**config.mk**
```make
export PLATFORM = sky130hd
export DESIGN_NAME = lfsr8
export DESIGN_NICKNAME = d
export VERILOG_FILES = /design/src/rtl/uart_pkg.sv /design/src/rtl/lfsr8.sv
export SDC_FILE = /design/constraint.sdc
export NUM_CORES = 1
export LEC_CHECK = 0
export CAP_MARGIN = 20
export CORE_AREA = 2 2 39 41
export CTS_BUF_LIST = sky130_fd_sc_hd__clkbuf_8
export CTS_CLUSTER_DIAMETER = 30
export CTS_CLUSTER_SIZE = 10
export DETAILED_ROUTE_END_ITERATION = 10
export DIE_AREA = 0 0 41 43
export DONT_BUFFER_PORTS = 1
export GPL_TIMING_DRIVEN = 0
export PLACE_DENSITY = 0.52
export RECOVER_POWER = 25
export SLEW_MARGIN = 5
export SYNTH_ARGS = -nofsm -noshare
export SYNTH_HDL_FRONTEND = slang
export SYNTH_SLANG_ARGS = --single-unit
```
**constraint.sdc**
```tcl
create_clock -name clk -period 1.76 [get_ports clk]
set_input_delay 0.44 -clock clk [delete_from_list [all_inputs] [get_ports clk]]
set_output_delay 0.44 -clock clk [all_outputs]
set_load 0.05 [all_outputs]
```
**src/rtl/uart_pkg.sv**
```systemverilog
// Shared types and helpers for the UART echo checker: FSM state enums, LFSR taps,
// baud divider and saturating-count helpers.
package uart_pkg;

    localparam logic [7:0] LFSR_TAPS = 8'hB8;

    typedef enum logic [1:0] {TX_IDLE, TX_START, TX_DATA, TX_STOP} tx_state_t;
    typedef enum logic [1:0] {RX_IDLE, RX_START, RX_DATA, RX_STOP} rx_state_t;

    function automatic int unsigned clks_per_bit(int unsigned clk_freq, int unsigned baud_rate);
        return clk_freq / baud_rate;
    endfunction

    function automatic logic [15:0] sat_inc16(logic [15:0] v);
        return (v == 16'hFFFF) ? v : v + 16'd1;
    endfunction

    // Fibonacci step for x^8+x^6+x^5+x^4+1
    function automatic logic [7:0] lfsr_next(logic [7:0] v);
        return {v[6:0], ^(v & LFSR_TAPS)};
    endfunction

endpackage

```
**src/rtl/lfsr8.sv**
```systemverilog
// 8-bit Fibonacci LFSR with advance strobe and a synchronous load for resynchronisation.
module lfsr8
    import uart_pkg::*;
#(
    parameter logic [7:0] SEED = 8'h01
) (
    input  logic       clk,
    input  logic       sresetn,
    input  logic       advance,
    input  logic       load,
    input  logic [7:0] load_value,
    output logic [7:0] value
);

    always_ff @(posedge clk or negedge sresetn) begin
        if (!sresetn) begin
            value <= SEED;
        end else if (load) begin
            value <= load_value;
        end else if (advance) begin
            value <= lfsr_next(value);
        end
    end

endmodule

```
* Word level (Yosys, flattened, before mapping) *
Cells that the tools add are included.

word-level totals
  register bits after elaboration = 8
  bits in latches = 0
  bits in writable memories = 0
  bits in read-only memories = 0
  bits of input ports = 12
  output and inout bits = 8
  logic and storage cells = 5
  memories kept = 0

operators by class
  add/sub/neg operators = 0
  multiply operators = 0
  divide/modulo/power cells = 0
  order comparisons = 0
  eq/ne operators = 0
  shift operators = 0
  multiplexer cells = 2
  bitwise logic cells = 0
  reductions and logical operators = 2

operators by type and width
  kind                 number
  8-bit 2-to-1 mux     2
  8-bit XOR reduction  1
  2-bit nonzero test   1

* Longest topological paths before layout *
Gate-level depths: netlist (run 1).

  word-level depth = 3
  gate-level depth with buffers = 4
  depth with buffers taken out = 3

* Worst setup path before layout (run 1) *
OpenSTA, ideal clock, no wires.

  path kind = reg-to-reg
  from = register value[4]
  to = register value[0]
  setup time = 72 ps
  arrival = 1078 ps
  required time = 1688 ps
  setup slack = 611 ps
  stages on the path, launching flop included = 4
  buffers on the path = 0
  period minus slack after synthesis = 1149 ps
  cells stage by stage = dfrtp_1 xor2_1 xnor2_1 o21ai_1

between the ends
  longest elaborated chain between the ends = 3

RTL lines
  what                    RTL line        RTL
  from (decl)             lfsr8.sv:12     output logic [7:0] value
  from (signal assigned)  lfsr8.sv:19     value <= load_value;
  from (signal assigned)  lfsr8.sv:21     value <= lfsr_next(value);
  8-bit XOR reduction     uart_pkg.sv:20  return {v[6:0], ^(v & LFSR_TAPS)};
  8-bit 2-to-1 mux        lfsr8.sv:20     end else if (advance) begin
  8-bit 2-to-1 mux        lfsr8.sv:18     end else if (load) begin

Every way passes these cells. The select of a mux whose other input is x is not followed.
A chain may end at the register's enable or synchronous reset.

* Final worst setup path (run 1) *
  from = register value[0]
  to = output value[0]

No word-level cell between the ends.

==> results of run 1 <==
-- routing by layer --
| layer | part of all wire [%] | global-route usage, % |
|---|---|---|
| met2 | 54 | 16.25 |
| met4 | 0 | 8.000 |
| met5 | 0 | 0 |
| met1 | 38 | 9.508 |
| met3 | 8.6 | 4.188 |
-- power by group through the flow --
stage	Sequential (W)	Clock (W)	Combinational (W)
2_1_floorplan	0.000303	0	0.0000504
3_3_place_gp	0.000309	0	0.0000563
5_1_grt	0.000309	0.000240	0.0000699
4_1_cts	0.000307	0.000233	0.0000621
6_report	0.000306	0.000223	0.0000605
3_5_place_dp	0.000309	0	0.0000564
-- cell usage in the layout, fill, tap and decap left out, drive strengths merged --
master / netlist / layout
a21oi: 1 / 1
buf: 2 / 2
clkbuf: 0 / 3
dfrtp: 7 / 7
dfstp: 1 / 1
dlygate4sd3: 0 / 1
inv: 0 / 1
mux2i: 7 / 7
nand2: 7 / 7
nand2b: 1 / 1
nor3b: 1 / 1
o21ai: 8 / 8
xnor2: 1 / 1
xor2: 2 / 2
-- synth_stat cells --
| cell type | number |
|---|---|
| nor3b_1 | 1 |
| nand2_1 | 7 |
| dfrtp_1 | 7 |
| buf_2 | 1 |
| xor2_1 | 2 |
| o21ai_0 | 7 |
| a21oi_1 | 1 |
| o21ai_1 | 1 |
| xnor2_1 | 1 |
| nand2b_1 | 1 |
| buf_4 | 1 |
| dfstp_2 | 1 |
| mux2i_1 | 7 |
-- stage by stage --
stage	utilization [%]	hold slack [ns]	total power (W)	cell area (sq um)	cells
2_1_floorplan	-	0.1444	0.0003539	395.4	38
3_3_place_gp	30.02	0.1446	0.0003655	415.4	54
3_5_place_dp	30.02	0.1446	0.0003659	415.4	54
4_1_cts	34.00	0.05388	0.0006015	470.5	59
5_1_grt	34.00	0.04894	0.0006189	470.5	59
6_report	34.00	0.06006	0.0005892	470.5	59
-- kinds of logic (layout without fill, tap and decap cells) --
logic type | Yosys count | after routing
flops | 8 | 8
compound gates | 9 | 9
xor+xnor | 3 | 3
simple gates | 9 | 9
buf+inv | 2 | 7
mux | 7 | 7
-- final cells by class --
| class | instances | share of cell area [%] |
|---|---|---|
| well taps | 16 | 4.255 |
| clock buffers | 3 | 8.777 |
| plain buffers | 2 | 2.660 |
| flip-flops and latches | 8 | 42.82 |
| repair buffers | 1 | 2.128 |
| clock inverters | 1 | 0.7979 |
| multi-input cells | 28 | 38.56 |
-- final timing paths --
kind | startpoint | end | cells past startpoint
worst max-delay path | value[0]$_DFFE_PN1P_ | value[0] | 0
worst min-delay path | sresetn | value[0]$_DFFE_PN1P_ | 0
worst max register to register | value[4]$_DFFE_PN0P_ | value[0]$_DFFE_PN1P_ | 3
worst min register to register | value[0]$_DFFE_PN1P_ | value[1]$_DFFE_PN0P_ | 2
max in group asynchronous | sresetn | value[1]$_DFFE_PN0P_ | 1
min in group clk | load | value[7]$_DFFE_PN0P_ | 1
==> flow_summary.toml, run 1 <==
[status]
outcome = "complete, no violations"

[routing]
drc = 0
ant_nets = 0
drtIter0Drc = 2
drt_wl_total_microns = 807
routed_via_density = 4.729
first_pass_iters = 3
wire_per_inst_microns = 13.68
vias = 279

[logic_synthesis]
yosysUniqueCellTypes = 13
yosysTopAreaCellShare_pct = 44.30
synth-seq-cells = 8
synthAdderAreaFrac_pct = 0
synth_compound_area_share_pct = 11.39
synth_area_leaders = "dfrtp_1, mux2i_1, o21ai_0"
ys_warn_count = 0
yosys.area.top_type = "dfrtp_1"
syn_nets = 50
synth_xor_area_share_pct = 6.646
syn_area_sq_um = 395.4
synth_top_family_by_area = "multiplexers"
yosys.area_share.simple_pct = 10.13
syn_area_per_cell_sq_um = 10.40
yosysSeqAreaShare_pct = 50.95
netlist_instances = 38
synthMuxAreaShare_pct = 17.72

[clock_tree]
htreeDepth = 1
ctsHoldBuffers = 1
cts-resized-gates = 0
numCtsBuffers = 3
clock_latency_ns = 0.23
cts_root_buf = "clkbuf_8"
post_cts.repair.setup_buffers = 0
cts_tree = "yes"
path_clk_slew_ns = 0.04
clkSinkCount = 8
cts.path.max_buffers = 2

[die]
core_area_sq_mm = 0.001384
start_util_pct = 28.57
rows = 14
die_area_sq_mm = 0.001763
die_width_microns = 41
die_h_microns = 43
ios = 20

[timing]
tightest_slew_ns = 0.5464
fin_ws_ns = 0.4079
finalCriticalPeriod_ns = 1.352
skew_ns = 0.005547
setup_tns_ns = 0
max_freq_mhz = 739.6
hold_violations = 0
slew-limit-headroom_pct = 63.57
fin_crit_sh_pct = 76.83
rsz0062_at_grt = "false"
slew_violations = 0
finalSetupViolations = 0

[setup_path]
start_kind = "flip-flop"
worstPathRequired_ns = 1.32
cp.arrival_ns = 0.91
cp-end-kind = "output port"
path_max_fanout = 3
rrSetupSlack_ns = 0.56
crit_type = "reg2out"

[finish]
register_area_sq_um = 201.4
synthToLayoutAreaGrowth_pct = 18.99
drive_gt1_share_pct = 13.95
multiInputGateArea_sq_um = 181.4
reg_top3 = "value: 8 flops"
largest_register_ffs = 8
nNetsFinal = 56
fillCellCount = 154
n_antenna_cell = 0
largest_register = "value"

[global_routing]
antenna_found_initial = 0
overflow = 0
grt_pass1_vias = 316
grt_pass1_wl_mm = 1.193
grt_max_degree = 11
grt_usage_pct = 10.20

[power_and_ir_drop]
seqPwrFrac_pct = 51.9
pwr-share-comb_pct = 10.3
clock_power_share_pct = 37.9
p_sw_w = 0.0001977
p_int_w = 0.0003915
ir_drop_v = 0.0003601
switching_share_pct = 33.56
p_per_area_mw_per_mm2 = 1252
p_leak_nw = 0.2189

[place]
dp_worst_setup_slack_ns = 0.5539
place.gp.congestion = 0.5909
port_buffers = 0

[job]
drv_cap = 0

[min_path]
hold_path_class = "in2async"
No activity file was read; power rests on OpenSTA's default activity.
==> run 2: changes to the inputs <==
Clock period 1.76 ns to 1.25 ns, I/O delays scaled along.
==> run 2 against run 1 <==
Sequential cell count unchanged. Worst setup slack worse by 0.38 ns. Die area unchanged. Via count down 1.1%. Largest cell class unchanged.
==> flow_summary.toml, run 2 (synthesis results as in run 1) <==
[status]
outcome = "complete, no violations"

[finish]
final_cell_mix = "mux2i_1, nand2_1, o21ai_0"
register_area_sq_um = 205.2
synthToLayoutAreaGrowth_pct = 19.94
drive_gt1_share_pct = 20.93
largest_register = "value"
multiInputGateArea_sq_um = 181.4
largest_register_ffs = 8
n_antenna_cell = 0
fillCellCount = 154
reg_top3 = "value: 8 flops"
nNetsFinal = 56

[routing]
drc = 0
routed_via_density = 4.678
vias = 276
drt_wl_total_microns = 792
first_pass_iters = 3
drtIter0Drc = 2
met2_length_microns = 422
wl_met3_microns = 69
wire_per_inst_microns = 13.42
highest-signal-layer = "met3"
m1WireLength_microns = 300
ant_nets = 0

[timing]
max_freq_mhz = 816.7
slew-limit-headroom_pct = 65.55
finalSetupViolations = 0
rsz0062_at_grt = "false"
finalCriticalPeriod_ns = 1.224
setup_tns_ns = 0
timing.hold.ws_ns = 0.1879
skew_ns = 0.005390
tightest_slew_ns = 0.5167
fin_crit_sh_pct = 97.95
slew_violations = 0
hold_violations = 0

[power_and_ir_drop]
p_per_area_mw_per_mm2 = 1755
p_leak_nw = 0.2155
ir_drop_v = 0.0005082

[clock_tree]
cts_tree = "yes"
cts_root_buf = "clkbuf_8"
post_cts.repair.setup_buffers = 0
clock_latency_ns = 0.23
clkSinkCount = 8
htreeDepth = 1
path_clk_slew_ns = 0.04
numCtsBuffers = 3
cts.path.max_buffers = 2

[setup_path]
crit_path_start = "value[0]$_DFFE_PN1P_"
path_max_fanout = 3
cp-end-kind = "output port"
r2r-start = "value[7]$_DFFE_PN0P_"
cp.arrival_ns = 0.91
worstPathRequired_ns = 0.94
crit_type = "reg2out"
start_kind = "flip-flop"

[die]
start_util_pct = 28.57
rows = 14
die_h_microns = 43
ios = 20
die_width_microns = 41
die_area_sq_mm = 0.001763
core_area_sq_mm = 0.001384

[global_routing]
overflow = 0
grt_max_degree = 11
grt_pass1_vias = 312
antenna_found_initial = 0
grt_pass1_wl_mm = 1.173
grt_usage_pct = 10.00

[job]
drv_cap = 0

[min_path]
hold_path_class = "in2reg"
hp-start = "load"

[place]
place.gp.congestion = 0.5909
port_buffers = 0
==> run 2: changes by cell type in the layout (fill, tap and decap cells not counted) <==
cell / previous run / this run
dfrtp_1: 7 / 4
dfrtp_2: 0 / 3
==> run 2: layer usage <==
metal	GRT usage (%)	up-vias
li1	-	139
met1	9.180	128
met2	15.94	9
met3	4.188	0
met4	8.000	0
met5	0	-
==> run 2: worst paths after layout <==
kind,end,slack (ns),depth (start not counted)
setup / recovery,value[0],0.03,0
hold / removal,value[4]$_DFFE_PN0P_,0.19,1
setup reg to reg,value[0]$_DFFE_PN1P_,0.08,3
hold reg to reg,value[1]$_DFFE_PN0P_,0.74,2
max in group asynchronous,value[0]$_DFFE_PN1P_,0.51,1
min in group asynchronous,value[6]$_DFFE_PN0P_,0.43,1
==> run 2: final cells by class <==
cell class | instances | area share (%)
well taps | 16 | 4.222
plain buffers | 2 | 2.639
flip-flops and latches | 8 | 43.27
repair buffers | 1 | 2.111
clock buffers | 3 | 8.707
multi-input cells | 28 | 38.26
clock inverters | 1 | 0.7916
==> run 2: per-stage QoR <==
step	worst slack [ns]	cells	util [%]	cell area (sq um)	total power [W]
floorplan	0.1006	38	-	395.4	0.0004982
global placement	0.04431	54	30.02	415.4	0.0005146
detailed placement	0.04388	54	30.02	415.4	0.0005151
CTS	0.01538	59	34.00	470.5	0.0008475
global route	0.001238	59	34.27	474.2	0.0008749
finish	0.02563	59	34.27	474.2	0.0008322
==> run 2: what timing repair did <==
item	4_1_cts	5_1_grt
endpoints found under the setup margin	0	1
endpoints found under the hold margin	8	0
resized for setup	0	3
hold buffers	1	0
==> run 2: power by group <==
group	internal (W)	total (W)	switching (W)
Sequential	0.000295	0.000433	0.000138
Clock	0.000213	0.000314	0.000101
Combinational	0.0000459	0.0000858	0.0000399
==> run 3: changes to the inputs <==
Settings changed: CTS_BUF_LIST sky130_fd_sc_hd__clkbuf_8 to sky130_fd_sc_hd__clkbuf_2 sky130_fd_sc_hd__clkbuf_4 sky130_fd_sc_hd__clkbuf_8.
==> run 3 against run 2 <==
The run now ends with setup timing left. Worst setup slack got worse by 0.031 ns. Core utilization shrank 0.99 points. Sequential share of layout area increased by 1.6 points. Global-route usage fell by 0.40 points. Clock power shrank 25%. Die area unchanged. Wire length decreased by 3.9%. Critical path type unchanged.
==> flow_summary.toml, run 3 (synthesis results as in run 1) <==
[clock_tree]
numCtsBuffers = 3
path_clk_slew_ns = 0.06
post_cts.repair.setup_buffers = 0
htreeDepth = 1
cts_root_buf = "clkbuf_4"
cts_tree = "yes"
clock_latency_ns = 0.25
cts.path.max_buffers = 2
clkSinkCount = 8

[global_routing]
grt_util_met3_pct = 3.665
met2_usage_pct = 15.31
busiest_layer = "met2"
use_met1_pct = 8.852
grt_max_degree = 11
antenna_found_initial = 0
grt_pass1_vias = 303
overflow = 0
grt_pass1_wl_mm = 1.124
grt_usage_pct = 9.596

[die]
rows = 14
die_area_sq_mm = 0.001763
die_width_microns = 41
ios = 20
core_area_sq_mm = 0.001384
start_util_pct = 28.57
die_h_microns = 43

[power_and_ir_drop]
switching_share_pct = 35.56
p_sw_w = 0.0002674
clock_power_share_pct = 31.3
p_per_area_mw_per_mm2 = 1633
p_int_w = 0.0004847
ir_drop_v = 0.0003744
pwr-share-comb_pct = 11.3
seqPwrFrac_pct = 57.4
p_leak_nw = 0.2058

[routing]
drt_wl_total_microns = 761
first_pass_iters = 2
wire_per_inst_microns = 12.90
drc = 0
routed_via_density = 4.712
vias = 278
ant_nets = 0
drtIter0Drc = 3

[finish]
largest_register = "value"
final_cell_mix = "mux2i_1, nand2_1, o21ai_0"
nNetsFinal = 56
reg_top3 = "value: 8 flops"
largest_register_ffs = 8
drive_gt1_share_pct = 25.58
n_antenna_cell = 0
synthToLayoutAreaGrowth_pct = 16.46

[setup_path]
start_kind = "flip-flop"
cp.arrival_ns = 0.94
crit_path_start = "value[0]$_DFFE_PN1P_"
path_max_fanout = 3
cp-end-kind = "output port"
r2r-start = "value[0]$_DFFE_PN1P_"
crit_type = "reg2out"
worstPathRequired_ns = 0.94

[timing]
setup_tns_ns = -0.005711
slew_violations = 0
fin_ws_ns = -0.005711
fin_crit_sh_pct = 100.5
slew-limit-headroom_pct = 66.93
hold_violations = 0
tightest_slew_ns = 0.4961
finalCriticalPeriod_ns = 1.256
timing.hold.ws_ns = 0.1595
rsz0062_at_grt = "true"
finalSetupViolations = 1
max_freq_mhz = 796.4
skew_ns = 0.004004

[place]
dp_worst_setup_slack_ns = 0.04388
port_buffers = 0
place.gp.congestion = 0.5909

[status]
outcome = "finished, violations left"
violations = "setup timing"

[min_path]
hp-start = "load"
hold_path_class = "in2reg"

[job]
drv_cap = 0
-- run 3: path summary, 6_finish.rpt --
check | cells past startpoint | endpoint | slack [ns]
setup / recovery | 0 | value[0] | -0.006
hold / removal | 1 | value[7]$_DFFE_PN0P_ | 0.16
setup reg to reg | 3 | value[0]$_DFFE_PN1P_ | 0.14
hold reg to reg | 2 | value[1]$_DFFE_PN0P_ | 0.73
max in group asynchronous | 1 | value[0]$_DFFE_PN1P_ | 0.53
min in group asynchronous | 1 | value[6]$_DFFE_PN0P_ | 0.41
-- run 3: cell type report --
cell class	count	area, sq um
multi-input combinational	28	181.4
tap	16	20.02
sequential	8	206.4
fill	154	923.4
buffer	2	12.51
clock buffer	4	30.03
timing repair buffer	1	10.01
-- run 3: power by group through the flow --
stage | clock network (W) | logic, W | registers, W
4_1_cts | 0.000242 | 0.0000869 | 0.000433
3_3_place_gp | 0 | 0.0000793 | 0.000435
5_1_grt | 0.000250 | 0.0000987 | 0.000437
3_5_place_dp | 0 | 0.0000794 | 0.000436
6_report | 0.000235 | 0.0000848 | 0.000432
2_1_floorplan | 0 | 0.0000710 | 0.000427
-- run 3: timing repair --
item | 4_1_cts | 5_1_grt
hold endpoints to repair | 8 | 0
gates resized for setup | 3 | 1
endpoints found under the setup margin | 4 | 2
hold buffers | 1 | 0
-- run 3: stage by stage --
stage | power, W | utilization (%) | instances | area, sq um
2_1_floorplan | 0.0004982 | - | 38 | 395.4
3_3_place_gp | 0.0005146 | 30.02 | 54 | 415.4
3_5_place_dp | 0.0005151 | 30.02 | 54 | 415.4
4_1_cts | 0.0007615 | 33.18 | 59 | 459.2
5_1_grt | 0.0007858 | 33.27 | 59 | 460.4
6_report | 0.0007521 | 33.27 | 59 | 460.4
-- run 3: metal layers --
| layer | part of all wire [%] | routed length [microns] | vias to the layer above |
|---|---|---|---|
| met5 | 0 | 0 | - |
| met4 | 0 | 0 | 0 |
| met3 | 8.8 | 67 | 0 |
| met2 | 52 | 393 | 9 |
| met1 | 39 | 300 | 128 |
| li1 | - | - | 141 |
